## config.mk

```make
export PLATFORM = sky130hd
export DESIGN_NAME = ov7670_capture_flat
export DESIGN_NICKNAME = d
export VERILOG_FILES = /design/src/rtl/ov7670_capture_pkg.sv /design/src/rtl/ov7670_capture_if.sv /design/src/rtl/ov7670_capture.sv /design/src/flat_wrapper.sv
export SDC_FILE = /design/constraint.sdc
export NUM_CORES = 1
export LEC_CHECK = 0
export BUFFER_PORTS_ARGS = -buffer_cell sky130_fd_sc_hd__buf_2
export CORE_AREA = 4 4 89 91
export CTS_CLUSTER_SIZE = 24
export DETAILED_ROUTE_END_ITERATION = 8
export DIE_AREA = 0 0 93 95
export GPL_ROUTABILITY_DRIVEN = 0
export PLACE_DENSITY = 0.69
export SETUP_SLACK_MARGIN = 0.5
export SLEW_MARGIN = 20
export SYNTH_ARGS = -nofsm -noshare
export SYNTH_HDL_FRONTEND = slang
export SYNTH_SLANG_ARGS = --single-unit
```

## constraint.sdc

```tcl
create_clock -name clk -period 2.13 [get_ports clk]
set_input_delay 0.426 -clock clk [delete_from_list [all_inputs] [get_ports clk]]
set_output_delay 0.426 -clock clk [all_outputs]
set_load 0.01 [all_outputs]
```

## src/rtl/ov7670_capture_pkg.sv

```systemverilog
// Shared definitions for the OV7670 capture path: default geometry, FSM
// encoding and the RGB565 -> RGB332 packing used by writer, reader and models.
package ov7670_capture_pkg;

   localparam int H_PIXELS_DEF = 176;
   localparam int V_LINES_DEF  = 120;
   localparam int ADDR_W_DEF   = 15;

   typedef enum logic [1:0] {
      WAIT_VS = 2'd0,
      VBLANK  = 2'd1,
      ACTIVE  = 2'd2
   } cap_state_e;

   // hi carries R[4:0]G[5:3], lo carries G[2:0]B[4:0]; keep the top bits of each colour.
   function automatic logic [7:0] rgb565_to_rgb332(input logic [7:0] hi, input logic [7:0] lo);
      return {hi[7:5], hi[2:0], lo[4:3]};
   endfunction

endpackage

```

## src/rtl/ov7670_capture_if.sv

```systemverilog
// Frame-buffer write port: the capture block drives it, the dual-port RAM consumes it.
interface ov7670_capture_if
   import ov7670_capture_pkg::*;
#(
   parameter int ADDR_W = ADDR_W_DEF
);
   logic [ADDR_W-1:0] w_addr;
   logic [7:0]        w_data;
   logic              w_en;

   modport master (output w_addr, output w_data, output w_en);
   modport slave  (input  w_addr, input  w_data, input  w_en);
endinterface

```

## src/rtl/ov7670_capture.sv

```systemverilog
// Camera-clock writer: frames RGB565 byte pairs with VSYNC/HREF and writes one
// RGB332 byte per pixel in raster order into a H_PIXELS x V_LINES window.
module ov7670_capture
   import ov7670_capture_pkg::*;
#(
   parameter int H_PIXELS = H_PIXELS_DEF,
   parameter int V_LINES  = V_LINES_DEF,
   parameter int ADDR_W   = ADDR_W_DEF
) (
   input  logic             clk,
   input  logic             reset,
   input  logic             capture_en,
   input  logic             vsync,
   input  logic             href,
   input  logic [7:0]       d,
   ov7670_capture_if.master wr,
   output logic             frame_done,
   output logic             busy
);

   localparam int COL_W  = $clog2(H_PIXELS + 1);
   localparam int LINE_W = $clog2(V_LINES + 1);
   localparam logic [COL_W-1:0]  COL_MAX   = COL_W'(H_PIXELS);
   localparam logic [LINE_W-1:0] LINE_MAX  = LINE_W'(V_LINES);
   localparam logic [LINE_W-1:0] LINE_LAST = LINE_W'(V_LINES - 1);
   localparam logic [ADDR_W-1:0] LINE_STEP = ADDR_W'(H_PIXELS);

   cap_state_e        state_q, state_d;
   logic              vs_q, hr_q, hr_q2;
   logic [7:0]        d_q;
   logic [COL_W-1:0]  col_q, col_d;
   logic [LINE_W-1:0] line_q, line_d;
   logic [ADDR_W-1:0] line_base_q, line_base_d;
   logic              phase_q, phase_d;
   logic [7:0]        hi_q, hi_d;
   logic [ADDR_W-1:0] w_addr_q, w_addr_d;
   logic [7:0]        w_data_q, w_data_d;
   logic              w_en_q, w_en_d;
   logic              frame_done_q, frame_done_d;
   logic              busy_q, busy_d;

   always_ff @(posedge clk) begin
      if (reset) begin
         state_q <= WAIT_VS;
      end else begin
         state_q <= state_d;
      end
   end

   always_comb begin
      state_d = state_q;
      case (state_q)
         WAIT_VS: if (vs_q) state_d = VBLANK; else state_d = WAIT_VS;
         VBLANK: begin
            if (!vs_q) state_d = capture_en ? ACTIVE : WAIT_VS;
            else       state_d = VBLANK;
         end
         ACTIVE:  if (vs_q) state_d = VBLANK; else state_d = ACTIVE;
         default: state_d = WAIT_VS;
      endcase
   end

   // Pixel datapath: byte pairing, window bounds and line accounting.
   always_comb begin
      col_d        = col_q;
      line_d       = line_q;
      line_base_d  = line_base_q;
      phase_d      = phase_q;
      hi_d         = hi_q;
      w_addr_d     = w_addr_q;
      w_data_d     = w_data_q;
      w_en_d       = 1'b0;
      frame_done_d = 1'b0;
      busy_d       = (state_d == ACTIVE);
      if (state_q == VBLANK && state_d == ACTIVE) begin
         col_d       = {COL_W{1'b0}};
         line_d      = {LINE_W{1'b0}};
         line_base_d = {ADDR_W{1'b0}};
         phase_d     = 1'b0;
      end else if (state_q == ACTIVE && vs_q) begin
         frame_done_d = 1'b1;
      end else if (state_q == ACTIVE && hr_q) begin
         if (!phase_q) begin
            hi_d    = d_q;
            phase_d = 1'b1;
         end else begin
            phase_d = 1'b0;
            if (col_q < COL_MAX && line_q < LINE_MAX) begin
               w_en_d   = 1'b1;
               w_addr_d = line_base_q + ADDR_W'(col_q);
               w_data_d = rgb565_to_rgb332(hi_q, d_q);
            end else begin
               w_en_d = 1'b0;
            end
            if (col_q < COL_MAX) col_d = col_q + COL_W'(1);
            else                 col_d = col_q;
         end
      end else if (state_q == ACTIVE && hr_q2) begin
         // Falling HREF; a line with no complete pixel does not advance the row.
         if (col_q != {COL_W{1'b0}}) begin
            if (line_q < LINE_MAX)  line_d = line_q + LINE_W'(1);
            else                    line_d = line_q;
            if (line_q < LINE_LAST) line_base_d = line_base_q + LINE_STEP;
            else                    line_base_d = line_base_q;
         end else begin
            line_d = line_q;
         end
         col_d   = {COL_W{1'b0}};
         phase_d = 1'b0;
      end else begin
         hi_d = hi_q;
      end
   end

   always_ff @(posedge clk) begin
      if (reset) begin
         vs_q         <= 1'b0;
         hr_q         <= 1'b0;
         hr_q2        <= 1'b0;
         d_q          <= 8'd0;
         col_q        <= {COL_W{1'b0}};
         line_q       <= {LINE_W{1'b0}};
         line_base_q  <= {ADDR_W{1'b0}};
         phase_q      <= 1'b0;
         hi_q         <= 8'd0;
         w_addr_q     <= {ADDR_W{1'b0}};
         w_data_q     <= 8'd0;
         w_en_q       <= 1'b0;
         frame_done_q <= 1'b0;
         busy_q       <= 1'b0;
      end else begin
         vs_q         <= vsync;
         hr_q         <= href;
         hr_q2        <= hr_q;
         d_q          <= d;
         col_q        <= col_d;
         line_q       <= line_d;
         line_base_q  <= line_base_d;
         phase_q      <= phase_d;
         hi_q         <= hi_d;
         w_addr_q     <= w_addr_d;
         w_data_q     <= w_data_d;
         w_en_q       <= w_en_d;
         frame_done_q <= frame_done_d;
         busy_q       <= busy_d;
      end
   end

   assign wr.w_addr  = w_addr_q;
   assign wr.w_data  = w_data_q;
   assign wr.w_en    = w_en_q;
   assign frame_done = frame_done_q;
   assign busy       = busy_q;

endmodule

```

## src/flat_wrapper.sv

```systemverilog
// flat-port wrapper written by rule: the top's interface ports become plain ports
module ov7670_capture_flat import ov7670_capture_pkg::*;
#(
   parameter int H_PIXELS = H_PIXELS_DEF,
   parameter int V_LINES  = V_LINES_DEF,
   parameter int ADDR_W   = ADDR_W_DEF
)
  (clk, reset, capture_en, vsync, href, d, frame_done, busy, wr_w_addr, wr_w_data, wr_w_en);
  ov7670_capture_if #(.ADDR_W(ADDR_W)) wr_i ();
  input  logic clk;
  input  logic reset;
  input  logic capture_en;
  input  logic vsync;
  input  logic href;
  input  logic [7:0] d;
  output logic frame_done;
  output logic busy;
  output wire logic [$bits(wr_i.w_addr)-1:0] wr_w_addr;
  output wire logic [$bits(wr_i.w_data)-1:0] wr_w_data;
  output wire logic [$bits(wr_i.w_en)-1:0] wr_w_en;
  assign wr_w_addr = wr_i.w_addr;
  assign wr_w_data = wr_i.w_data;
  assign wr_w_en = wr_i.w_en;
  ov7670_capture #(.H_PIXELS(H_PIXELS), .V_LINES(V_LINES), .ADDR_W(ADDR_W)) u_core (.clk(clk), .reset(reset), .capture_en(capture_en), .vsync(vsync), .href(href), .d(d), .wr(wr_i), .frame_done(frame_done), .busy(busy));
endmodule
```

==> results by group <==
Run status
  • Status: finished, final reports clean

Floorplanning
  • I/O pins: 39
  • DIE WIDTH: 93 um
  • Core Box Area: 7140 um2
  • Die ar.: 8840 um2
  • Die height: 95 um
  • # rows: 31
  • Starting density of the core: 43.2%

Timing
  • Post-layout worst setup margin: 0.340 ns
  • Unrepaired setup endpoints after global routing: yes
  • Fin Setup TNS: 0 ns
  • Worst slew margin: 62.3%
  • # setup viols final: 0
  • Clk_skew: 0.00916 ns
  • Post-route clock period utilization: 84.0%
  • Post-layout min period: 1.79 ns
  • Fin Hold WS: 0.278 ns
  • Worst slew pin tran: 0.566 ns
  • Max-slew violations: 0
  • Final Hold Vio Count: 0
  • Fmax: 0.559 GHz

Logic synthesis
  • Synth Area in Compound Gates: 12.3%
  • Top-area cell type share of the netlist area: 46.8%
  • Synth Warn #: 0
  • Post-Synth XOR/XNOR Area: 7.67%
  • Synth Area in Simple Gates: 24.2%
  • Syn Area/Cell: 9.04 um2
  • Syn_nets: 363
  • Top post-synthesis cells by area: dfxtp_1 47%, nand2_1 5.2%, nor2_1 5.2%
  • Area of the mapped netlist: 3080 um2
  • Post-Synth Adder-Cell Area: 3.90%
  • Cells after Synth: 341
  • Post-synth EDFFs: 0
  • Yosys reg bits: 72
  • Ys flop type: dfxtp_1
  • Distinct cell type count after synthesis: 45
  • Mux contribution to synthesized area: 1.95%
  • Yosys top cell by area: dfxtp_1
  • Seq/Total Area, Yosys: 46.8%
  • Largest family of logic cells by synthesized area: simple AND/OR/NAND/NOR gates
  • Ys async rst share: 0%

Clock network
  • H-tree depth: 3
  • Worst-Skew Late Latency: 0.35 ns
  • CTS sink cnt: 72
  • CTS tree: built
  • CTS max path bufs: 2
  • CTS clk-pin slew, worst paths: 0.08 ns
  • Clk Tree Root Cell: clkbuf_8
  • CTS Buf Count: 9

Routing
  • Final WL: 6360 um
  • Initial DRC Count: 124
  • 1st-pass router iterations: 4
  • DR vias: 2477
  • Via density: 4.98
  • Routed len/inst: 12.8 um
  • DRT antenna net count: 0
  • DRC Markers: 0

Global route
  • Vias in the first global route: 2394
  • First-pass GRT wire length: 10800 um
  • Initial antenna violation count: 0
  • Grt ovf: 0
  • Total GRT Usage: 15.4%
  • Largest net degree at the start of global routing: 45

Placement
  • IO Port Bufs: 38
  • Dpl hpwl: 4250 um
  • Placed cell areas: 3430 um2
  • Inst Count DP: 471
  • Pre-CTS setup slack: 0.318 ns

Cells and area
  • Share of layout cells above drive strength 1: 30.7%
  • Final nets: 415
  • Antenna Cells: 0
  • Layout area overhead: 27.4%
  • Fin area: 3930 um2
  • Filler Cells Inserted: 676
  • Sequential cell area: 1470 um2
  • Finished Layout Cells: 497
  • Fin util: 55.0%
  • Multi-input gate area: 1700 um2

Setup path
  • Crit path launch type: flip-flop
  • Critical Path Sink Type: flip-flop
  • Worst Setup Path Type: reg2reg
  • Arr. time, crit path: 2.05 ns
  • Crit-path max FO: 6
  • Crit path required time: 2.39 ns

Power
  • Power per cell area: 711 nW/um2
  • Peak VDD IR: 0.449 mV
  • Tot Pwr: 2.79 mW
  • Leakage: 1.46 nW

Worst hold path
  • Worst min path class: in2reg

Run
  • Max_cap viols: 0
-- what timing repair did --
item	in CTS	in global routing
gates cloned	1	0
resized for setup	17	24
setup buffers	8	1
hold buffers	0	0
pin swaps	14	20
endpoints found under the setup margin	26	47
-- cell type report --
cell class	count	area share, %
Multi-Input combinational cell	246	43.2
Sequential cell	72	37.3
Timing Repair Buffer	56	8.89
Clock buffer	10	3.79
Tap cell	99	3.15
Clock inverter	6	2.87
Inverter	8	0.828
-- kinds of logic (layout without fill, tap and decap cells) --
logic type,Yosys count,after routing
AND/OR/NAND/NOR,144,144
flip-flops,72,72
AO/OA/AOI/OAI,60,60
XOR/XNOR,27,27
buffers and inverters,23,80
adder cells (fa/ha/maj),9,9
multiplexers,6,6
-- worst max-delay path, stage by stage (launching register included) --
cell and delay (ns):
dfxtp_4 0.35, inv_4 0.06, ha_4 0.10, or4b_4 0.48
o211ai_4 0.23, buf_6 0.17, nor2_4 0.06, a211oi_1 0.25
-- flip-flops by register name, summed over array words and instances (netlist names) --
register,flops
u_core.hr_q2,1
u_core.busy,1
u_core.hi_q,6
u_core.wr.w_en,1
u_core.wr.w_data,8
u_core.vs_q,1
u_core.d_q,8
u_core.state_q,2
u_core.line_q,7
u_core.line_base_q,11
u_core.phase_q,1
u_core.hr_q,1
u_core.frame_done,1
u_core.col_q,8
u_core.wr.w_addr,15
-- placed cells by master, fill, tap and decap left out, types with 2 or more instances in the layout --
cell type and count:
dfxtp_1 61, nand2_1 42, nor2_1 42, buf_2 38, a21oi_1 24, xnor2_1 17, buf_4 14, a211oi_1 11
nor2b_1 11, nand3_1 9, xor2_1 9, clkbuf_8 9, dfxtp_2 7, mux2i_1 6, nor4_2 5, o21ai_0 5
inv_1 4, nor3_1 4, nand2b_1 4, ha_1 4, ha_4 4, dfxtp_4 4, inv_2 3, a21oi_2 3
a21o_1 3, nor2b_2 3, and3_1 3, a31oi_1 3, bufinv_16 3, buf_6 3, inv_4 2, o21a_1 2
nand3_2 2
-- power by group --
group	total [mW]	leakage (nW)	switching, mW	internal [mW]
combinational	0.0560	0.743	0.0329	0.0231
sequential	1.36	0.589	0.00844	1.35
clock	1.37	0.128	0.523	0.851
total	2.79	1.46	0.564	2.23
-- layer usage --
metal	routed length (um)	global-route usage (%)
met3	288	5.34
met5	0	0
met1	2660	17.4
met2	3310	26.6
met4	111	5.98
-- cell usage after synthesis (5+ instances only) --
library cell  instances
xnor2_1              18
clkbuf_1             10
nor2_1               43
nor4_2                5
nor2b_1              14
nand2_1              43
xor2_1                9
dfxtp_1              72
mux2i_1               6
o21ai_0               7
a211oi_1             12
nor3_1                5
inv_1                 8
nand3_1              11
a21oi_1              27
ha_1                  8
-- path summary, 6_finish.rpt --
kind | slack, ns | from | depth (start not counted) | to
worst max-delay path | 0.34 | u_core.col_q[0] | 7 | u_core.line_base_q[5]
worst min register to register | 0.44 | u_core.d_q[4] | 2 | u_core.wr.w_data[1]
worst max register to register | 0.34 | u_core.col_q[0] | 7 | u_core.line_base_q[5]
worst min-delay path | 0.28 | d[2] | 2 | u_core.d_q[2]
No activity file was read; power rests on OpenSTA's default activity.
